File: src/rtl/mem_bank_proc.sv
// Two-bank memory processor: user-addressed input bank, swept output bank,
// registered display port and a one-shot half-word ALU sweep engine.
module mem_bank_proc #(
  parameter int DATA_W = 16,
  parameter int ADDR_W = 4
) (
  input  logic              clk,
  input  logic              rst_n,
  input  logic [DATA_W-1:0] sw_data,
  input  logic              wr_in,
  input  logic              inc_pulse,
  input  logic              dec_pulse,
  input  logic              clr_addr,
  input  logic              sel_in,
  input  logic              sel_out,
  input  logic              run,
  input  logic [1:0]        mode,
  output logic [ADDR_W-1:0] addr,
  output logic              bank_sel,
  output logic [DATA_W-1:0] disp_data,
  output logic              busy,
  output logic              done
);

  localparam int H = DATA_W / 2;
  localparam int D = 2 ** ADDR_W;
  localparam logic [ADDR_W:0]   PTR_LAST = (ADDR_W + 1)'(D);
  localparam logic [ADDR_W-1:0] ADDR_MAX = ADDR_W'(D - 1);

  typedef enum logic [1:0] {ST_IDLE, ST_SWEEP, ST_DONE} state_t;

  state_t              state_reg, state_next;
  logic [ADDR_W:0]     ptr_reg;
  logic [ADDR_W:0]     ptr_prev;
  logic [1:0]          mode_reg;
  logic [ADDR_W-1:0]   addr_reg;
  logic                bank_sel_reg;
  logic [DATA_W-1:0]   disp_reg;
  logic [DATA_W-1:0]   pipe_reg;

  logic [DATA_W-1:0] in_bank  [D];
  logic [DATA_W-1:0] out_bank [D];

  function automatic logic [DATA_W-1:0] alu(input logic [DATA_W-1:0] w,
                                            input logic [1:0]        m);
    logic [DATA_W-1:0] hi;
    logic [DATA_W-1:0] lo;
    hi = {{H{1'b0}}, w[DATA_W-1:H]};
    lo = {{H{1'b0}}, w[H-1:0]};
    case (m)
      2'd0:    alu = hi + lo;
      2'd1:    alu = hi - lo;
      2'd2:    alu = (hi > lo) ? hi : lo;
      default: alu = w;
    endcase
  endfunction

  // FSM state register
  always_ff @(posedge clk or negedge rst_n) begin
    if (!rst_n) state_reg <= ST_IDLE;
    else        state_reg <= state_next;
  end

  // FSM next-state logic; the sweep runs D+1 cycles to drain the pipeline
  always_comb begin
    state_next = state_reg;
    case (state_reg)
      ST_IDLE:  if (run) state_next = ST_SWEEP;
      ST_SWEEP: if (ptr_reg == PTR_LAST) state_next = ST_DONE;
      ST_DONE:  state_next = ST_IDLE;
      default:  state_next = ST_IDLE;
    endcase
  end

  // FSM outputs
  always_comb begin
    busy = (state_reg == ST_SWEEP);
    done = (state_reg == ST_DONE);
  end

  always_ff @(posedge clk or negedge rst_n) begin
    if (!rst_n) begin
      ptr_reg  <= '0;
      mode_reg <= 2'd0;
    end else if (state_reg == ST_IDLE && run) begin
      ptr_reg  <= '0;
      mode_reg <= mode;
    end else if (busy) begin
      ptr_reg  <= ptr_reg + 1'b1;
    end
  end

  always_ff @(posedge clk or negedge rst_n) begin
    if (!rst_n) begin
      addr_reg     <= '0;
      bank_sel_reg <= 1'b1;
      disp_reg     <= '0;
    end else begin
      if (!busy) begin
        if (clr_addr)
          addr_reg <= '0;
        else if (inc_pulse && dec_pulse)
          addr_reg <= addr_reg;
        else if (dec_pulse) begin
          if (addr_reg != '0) addr_reg <= addr_reg - 1'b1;
        end else if (inc_pulse) begin
          if (addr_reg != ADDR_MAX) addr_reg <= addr_reg + 1'b1;
        end
      end
      if (sel_out)     bank_sel_reg <= 1'b0;
      else if (sel_in) bank_sel_reg <= 1'b1;
      disp_reg <= bank_sel_reg ? in_bank[addr_reg] : out_bank[addr_reg];
    end
  end

  assign ptr_prev = ptr_reg - 1'b1;

  // Bank storage is never reset; rst_n only gates writes so a reset aborts cleanly
  always_ff @(posedge clk) begin
    if (rst_n && busy) begin
      if (ptr_reg != PTR_LAST) pipe_reg <= in_bank[ptr_reg[ADDR_W-1:0]];
      if (ptr_reg != '0) out_bank[ptr_prev[ADDR_W-1:0]] <= alu(pipe_reg, mode_reg);
    end
    if (rst_n && wr_in && !busy) in_bank[addr_reg] <= sw_data;
  end

  assign addr      = addr_reg;
  assign bank_sel  = bank_sel_reg;
  assign disp_data = disp_reg;

endmodule

File: config.mk
export PLATFORM = sky130hd
export DESIGN_NAME = mem_bank_proc
export DESIGN_NICKNAME = d
export VERILOG_FILES = /design/src/rtl/mem_bank_proc.sv
export SDC_FILE = /design/constraint.sdc
export NUM_CORES = 1
export LEC_CHECK = 0
export BUFFER_PORTS_ARGS = -buffer_cell sky130_fd_sc_hd__buf_2
export CORE_ASPECT_RATIO = 1.4
export CORE_MARGIN = 8
export CORE_UTILIZATION = 30
export DETAILED_ROUTE_END_ITERATION = 7
export GPL_ROUTABILITY_DRIVEN = 1
export PLACE_DENSITY = 0.46
export SYNTH_ARGS = -nofsm -noshare
export SYNTH_HDL_FRONTEND = slang
export SYNTH_SLANG_ARGS = --single-unit
File: constraint.sdc
create_clock -name clk -period 2.8 [get_ports clk]
set_input_delay 0.7 -clock clk [delete_from_list [all_inputs] [get_ports clk]]
set_output_delay 0.7 -clock clk [all_outputs]
set_load 0.02 [all_outputs]
==> impl_results.md, run 1 <==
* Worst setup EP type: register
* Post-synthesis xor/xnor area fraction at 0.00253
* Met1 Usage GRT at 0.170
* Setup Skew at 19.0 ps
* Cts bufs inserted at 56
* Static Leak at 9.32 nW
* Die Width at 256 um
* DR WL/cell at approximately 27 um
* Clock share of power at 0.227
* # diodes at 0
* Fmax at 377 MHz
* GPL Wtd Cong at approximately 0.80
* Initial DRT Pass Iterations at 5
* Int Pwr at 21.7 mW
* Reg2Reg Setup Slack at 150 ps
* Global-route wire length before repair at 97400 um
* Startpoint types: register
* Maxcap violations at 0
* Worst r2r path cells at 10
* Register bit total from synthesis at 558
* Vias at between 10000 and 15000
* Dpl hpwl at about 45000 um
* Switch Pwr at 10.9 mW
* Multiplexer area fraction after synthesis at 0.238
* Final worst path period share at 0.947
* Dpl cells at 2328
* Initial antenna violation count at 9
* Synth unique cells at 51
* Final core occ at 0.359
* Synth Net Count at 1203
* Sequential share of power at 0.374
* Top cells by count, synth: edfxtp_1 (528), mux4_2 (230), nor2_1 (48)
* WP data required at 3110 ps
* Status: finished, final reports clean
* Vias per cell at 5.06
* Worst Path Arrival at 2970 ps
* Largest family of logic cells by synthesized area: multiplexers
* Post-route DRC at 0
* # rows at about 120
* Top_reg_cell synth: edfxtp_1
* Grt ovf at 0
* CP Class: reg2reg
* H-Tree Depth at 2
* Worst relative slew slack at 0.596
* Final setup viols at 0
* Clock-pin slew on the worst setup and hold paths at 60 ps
* Most Crowded Layer GR: met2
* Core area at ~80000 um^2
* Area Growth Syn to Fin at 18.7%
* Clk_lat worst skew at around 610 ps
* Synth area leaders: edfxtp_1 (65%), mux4_2 (21%), dfrtp_1 (3.0%), ha_1 (1.2%), mux4_1 (1.1%)
* GR Util met2 at 0.280
* Multi-input gate area at 7400 um^2
* Final WL at 66900 um
* DIE AREA at 90400 um^2
* Reg area at roughly 17000 um^2
* Hold WS at 222 ps
* Sequential area share after synthesis at 0.684
* Hold Path Cell Cnt at 2
* Ys Warns at 0
* Post-Layout Cell Count at 2434
* CTS tree: yes
* CP Max Fanout at 16
* Cells after synthesis at between 1000 and 1500
* Asr flop ratio synth at 0.0538
* Cell area after synthesis at 24300 um^2
* I/O Buffers at a little under 50
* Gr usage total at 0.147
* Fin crit period at 2650 ps
* Post-synth EDFFs at 528
* Cell with the most instances after synthesis: edfxtp_1
* Number of global-route vias before repair at roughly 13000
* Compound-Gate Fraction of Synth Area at 0.0219
* Syn avg cell area at 21.1 um^2
* Maximum number of pins on one net before global-route repair at 52
* IO Count at 50
* Nets@finish at 1379
* Post-Synth Simple-Gate Area at 0.0209
* Clock tree buffer depth at 3
* Ratio of cells with drive above 1 in the final layout at 0.411
* Power density over cell area at 1130 nW/um^2
* Path type of the worst min-delay path: in2reg
* Die height at 353 um
* Worst ir drop on vdd at 0.000585 V
* Switching part of the total power at 0.334
* Initial DRC Count at 912
* Post-Synth Adder-Cell Area at 0.0143
* Max-slew violations at 0
* Worst-margin pin slew at 607 ps
* FILL cells at 7463
* Sink Count at 558
* Area leader, netlist: edfxtp_1
* Post-synth top area share at 0.653
* Routed Antenna Nets at 0
* Comb pwr share at 0.398
* Initial Utilization at 0.302
* Clock Tree Root: clkbuf_16
* Met3 usage at 0.0238
* Fin. Hold Viols at 0
per-stage QoR:
step | cell area (um^2) | worst slack [ps] | power, mW | TNS [ps]
final | 28800 | 149 | 32.6 | 0
after global routing | 28800 | -2.63 | 34.2 | -7.82
after CTS | 28800 | 75.5 | 33.0 | 0
after detailed placement | 26900 | -28.6 | 25.4 | -594
after global placement | 26900 | 33.0 | 25.4 | 0
after floorplan | 24300 | -70.6 | 20.0 | -8730
cells in the final DEF (no fill, tap or decap), types with 11 or more instances in the layout:
master / netlist / routed
edfxtp_1: 528 / 528
nand3_1: 11 / 11
mux4_2: 230 / 230
clkbuf_1: 42 / 14
clkbuf_16: 0 / 57
buf_12: 1 / 22
mux2i_1: 11 / 11
buf_2: 16 / 49
mux2_2: 19 / 19
a21oi_1: 16 / 16
nor2_1: 48 / 20
dfrtp_1: 29 / 23
nand2_1: 20 / 20
inv_1: 23 / 23
buf_4: 0 / 117
clkinv_1: 0 / 11
nor2_2: 0 / 28
ha_1: 23 / 23
kinds of logic (layout without fill, tap and decap cells):
group / after synthesis / count (layout)
AND/OR/NAND/NOR: 112 / 112
AO/OA/AOI/OAI: 80 / 80
adder cells (fa/ha/maj): 26 / 26
multiplexers: 271 / 271
buffers and inverters: 96 / 318
flip-flops: 558 / 558
XOR/XNOR: 7 / 7
critical path: stages, from the launching register on:
cell and delay (ps):
edfxtp_1 410, inv_1 70, ha_1 220, fa_1 430, nor2b_2 150, o31ai_1 80, a21oi_1 180, buf_4 160
a31oi_1 80, buf_4 180, a221o_4 420
repair_timing:
action	CTS	global route
endpoints found under the setup margin	32	32
gates resized for setup	2	6
buffers inserted	0	1
pin swaps	0	1
gates cloned	0	0
hold endpoints to repair	6	0
hold buffers	1	0
layer usage:
layer | share of wire | vias to the layer above
met5 | 0.00039 | -
li1 | - | 5254
met2 | 0.55 | 269
met3 | 0.042 | 86
met4 | 0.021 | 4
met1 | 0.38 | 6700
final timing paths:
check                                  startpoint                        to
min in group asynchronous                   rst_n       addr[2]$_DFFE_PN0P_
hold reg to reg            ptr_reg[4]$_DFFE_PN0P_    ptr_reg[4]$_DFFE_PN0P_
hold / removal                            sel_out      bank_sel$_DFFE_PN1P_
setup reg to reg            pipe_reg[8]$_DFFE_PP_  out_bank[2][8]$_DFFE_PP_
max in group asynchronous                   rst_n       addr[0]$_DFFE_PN0P_
setup / recovery            pipe_reg[8]$_DFFE_PP_  out_bank[2][8]$_DFFE_PP_
layout make-up:
| class | instances | share of cell area |
|---|---|---|
| multi-input cells | 496 | 0.257 |
| repair buffers | 189 | 0.0546 |
| well taps | 1062 | 0.0461 |
| clock inverters | 29 | 0.00920 |
| flip-flops and latches | 558 | 0.577 |
| clock buffers | 75 | 0.0532 |
| inverters | 25 | 0.00326 |
power by group through the flow:
| stage | logic, mW | registers, mW | clock network [mW] |
|---|---|---|---|
| after floorplan | 7.75 | 12.2 | 0 |
| after global placement | 13.0 | 12.4 | 0 |
| after detailed placement | 13.0 | 12.4 | 0 |
| after CTS | 13.2 | 12.2 | 7.63 |
| after global routing | 14.0 | 12.3 | 7.90 |
| final | 13.0 | 12.2 | 7.41 |
Power figures use the tool's default switching activity.
==> inputs of run 2 (changes only) <==
- ABC_AREA: unset -> 1
- CAP_MARGIN: unset -> 20
==> run 2 against run 1 <==
- critical path depth increased by 1
- utilization decreased by 0.38 points
- fmax increased by 2.9%
- combinational power increased by 6%
- die area decreased by 0.64%
==> impl_results.md, run 2 <==
* Syn avg cell area at ~12 um^2
* Grt ovf at 0
* IO Count at 50
* Path type of the worst min-delay path: in2reg
* Number of global-route vias before repair at approximately 18000
* Worst r2r path cells at 11
* Cts bufs inserted at 56
* RSZ-0062 raised after global routing: no
* # rows at 123
* Cell area after synthesis at 24100 um^2
* Setup Skew at just under 30 ps
* CTS tree: yes
* Clock Tree Root: clkbuf_16
* Final setup margin at approximately 220 ps
* Post-synth top area share at 0.658
* Cts hold-fix bufs at 0
* Initial DRC Count at 1483
* Max-slew violations at 0
* Worst slack, placed at 50.1 ps
* Cell with the most instances after synthesis: edfxtp_1
* Top cells by count, synth: edfxtp_1 (528), nand2_1 (427), a22oi_1 (256)
* CP Class: reg2reg
* I/O Buffers at 49
* FF-to-FF Start: pipe_reg[4]$_DFFE_PP_
* Die height at 351 um
* Worst Path Arrival at 2930 ps
* Clock-pin slew on the worst setup and hold paths at ~60 ps
* Ratio of cells with drive above 1 in the final layout at 0.141
* Clk_lat worst skew at ~640 ps
* Vias per cell at ~5.3
* Dpl hpwl at 52600 um
* Routed Antenna Nets at 0
* Hold Path End: bank_sel$_DFFE_PN1P_
* Gr usage total at 0.179
* Post-synth EDFFs at approximately 530
* Cells after synthesis at 2032
* Asr flop ratio synth at 0.0538
* DR WL/cell at 25.5 um
* Static Leak at roughly 10 nW
* Top_reg_cell synth: edfxtp_1
* Initial Utilization at 0.301
* Status: finished, final reports clean
* Initial DRT Pass Iterations at 6
* Global-route wire length before repair at 120000 um
* Worst-margin pin slew at 799 ps
* Final worst path period share at 0.920
* Post-route cell area at between 20000 and 30000 um^2
* Post-CTS setup repair buffer count at 0
* Die Width at 256 um
* Final setup viols at 0
* Synth unique cells at 32
* Synth area leaders: edfxtp_1 (66%), a22oi_1 (8.0%), nand2_1 (6.6%), nor2_1 (3.3%), o21ai_0 (3.1%)
* Power density over cell area at 1170 nW/um^2
* Area Growth Syn to Fin at 17.8%
* Vias at 17331
* Most frequent cells in the layout: edfxtp_1 (528), nand2_1 (426), a22oi_1 (256)
* Placed cell area at 26600 um^2
* Sequential area share after synthesis at 0.689
* Fin crit period at 2580 ps
* H-Tree Depth at 2
* Worst ir drop on vdd at around 0.00050 V
* Leading cell type in the layout, fill and taps excluded: edfxtp_1
* Min-delay src: sel_out
* Reg2Reg Setup Slack at around 220 ps
* Maximum number of pins on one net before global-route repair at between 60 and 70
* Hold Path Cell Cnt at 2
* Final WL at 82900 um
* Startpoint types: register
* Ys Warns at 0
* Area leader, netlist: edfxtp_1
* Fin. Hold Viols at 0
* DIE AREA at around 90000 um^2
* Worst relative slew slack at 0.466
* Worst setup EP type: register
* Clock tree buffer depth at 3
* GPL Wtd Cong at 0.845
* Register bit total from synthesis at around 560
* Nets@finish at 2198
* Core area at 80000 um^2
* WP data required at 3150 ps
* Fmax at 388 MHz
* Maxcap violations at 0
* Reg-to-reg endpoint: out_bank[6][4]$_DFFE_PP_
* Sink Count at 558
* Synth Net Count at 2085
* Post-route DRC at 0
* CP Max Fanout at 16
* Initial antenna violation count at 3
* Setup TNS at 0 ps
[run 2: per-layer routing]
layer | vias to the layer above | part of all wire | track usage
met1 | 8808 | 0.38 | 0.204
met2 | 591 | 0.53 | 0.333
li1 | 7756 | - | -
met5 | - | 0 | 0
met3 | 176 | 0.046 | 0.0224
met4 | 0 | 0.045 | 0.0796
[run 2: area by class of cell]
| type | count | area (um^2) |
|---|---|---|
| well taps | 1062 | 1330 |
| repair buffers | 175 | 1580 |
| diodes | 1 | 2.50 |
| clock buffers | 75 | 1540 |
| multi-input cells | 1293 | 6870 |
| flip-flops and latches | 558 | 16600 |
| clock inverters | 29 | 236 |
| fillers | 7874 | 51600 |
| inverters | 61 | 234 |
[run 2: kinds of logic after synthesis]
kind of cell	Yosys count	synth area share
AO/OA/AOI/OAI	504	0.136
XOR/XNOR	6	0.00218
adder cells (fa/ha/maj)	26	0.0144
buffers and inverters	181	0.0321
flip-flops	558	0.689
multiplexers	1	0.000467
AND/OR/NAND/NOR	756	0.126
[run 2: per-stage QoR]
stage               hold slack, ps  power, mW   util  std cells
floorplan                      404       19.7      -       2032
global placement               518       25.8  0.333       3149
detailed placement             529       25.9  0.333       3149
CTS                            150       33.4  0.355       3253
global route                   179       34.8  0.355       3253
finish                         194       33.1  0.355       3254
[run 2: critical path, cell delays in order, from the launching register on]
cell	delay, ps
edfxtp_1	380
inv_1	70
ha_1	400
a21oi_1	240
nand2_1	110
nand2_1	80
nand3_2	190
nand2_2	280
nand2_1	90
nand3_1	80
nand4_1	150
buf_4	230
[run 2: how the worst max path moves through the flow]
| stage | cells past startpoint | end | startpoint | slack [ps] |
|---|---|---|---|---|
| final | 11 | out_bank[6][4]$_DFFE_PP_ | pipe_reg[4]$_DFFE_PP_ | 220 |
| after global routing | 13 | out_bank[11][4]$_DFFE_PP_ | pipe_reg[3]$_DFFE_PP_ | 40 |
| after global placement | 9 | disp_data[2]$_DFF_PN0_ | addr[0]$_DFFE_PN0P_ | 3 |
| after floorplan | 4 | in_bank[3][0]$_DFFE_PP_ | addr[2]$_DFFE_PN0P_ | 70 |
| after detailed placement | 9 | disp_data[2]$_DFF_PN0_ | addr[0]$_DFFE_PN0P_ | 50 |
| after CTS | 9 | disp_data[2]$_DFF_PN0_ | addr[0]$_DFFE_PN0P_ | 20 |
[run 2: repair_timing]
action,in CTS,in global routing
setup endpoints to repair,0,110
endpoints found under the hold margin,0,0
resized for setup,0,2
[run 2: power breakdown]
group / switching (mW) / internal, mW / leakage, nW
Combinational: 9.77 / 4.03 / 3.96
Sequential: 0.446 / 11.5 / 5.15
Clock: 3.21 / 4.21 / 0.879
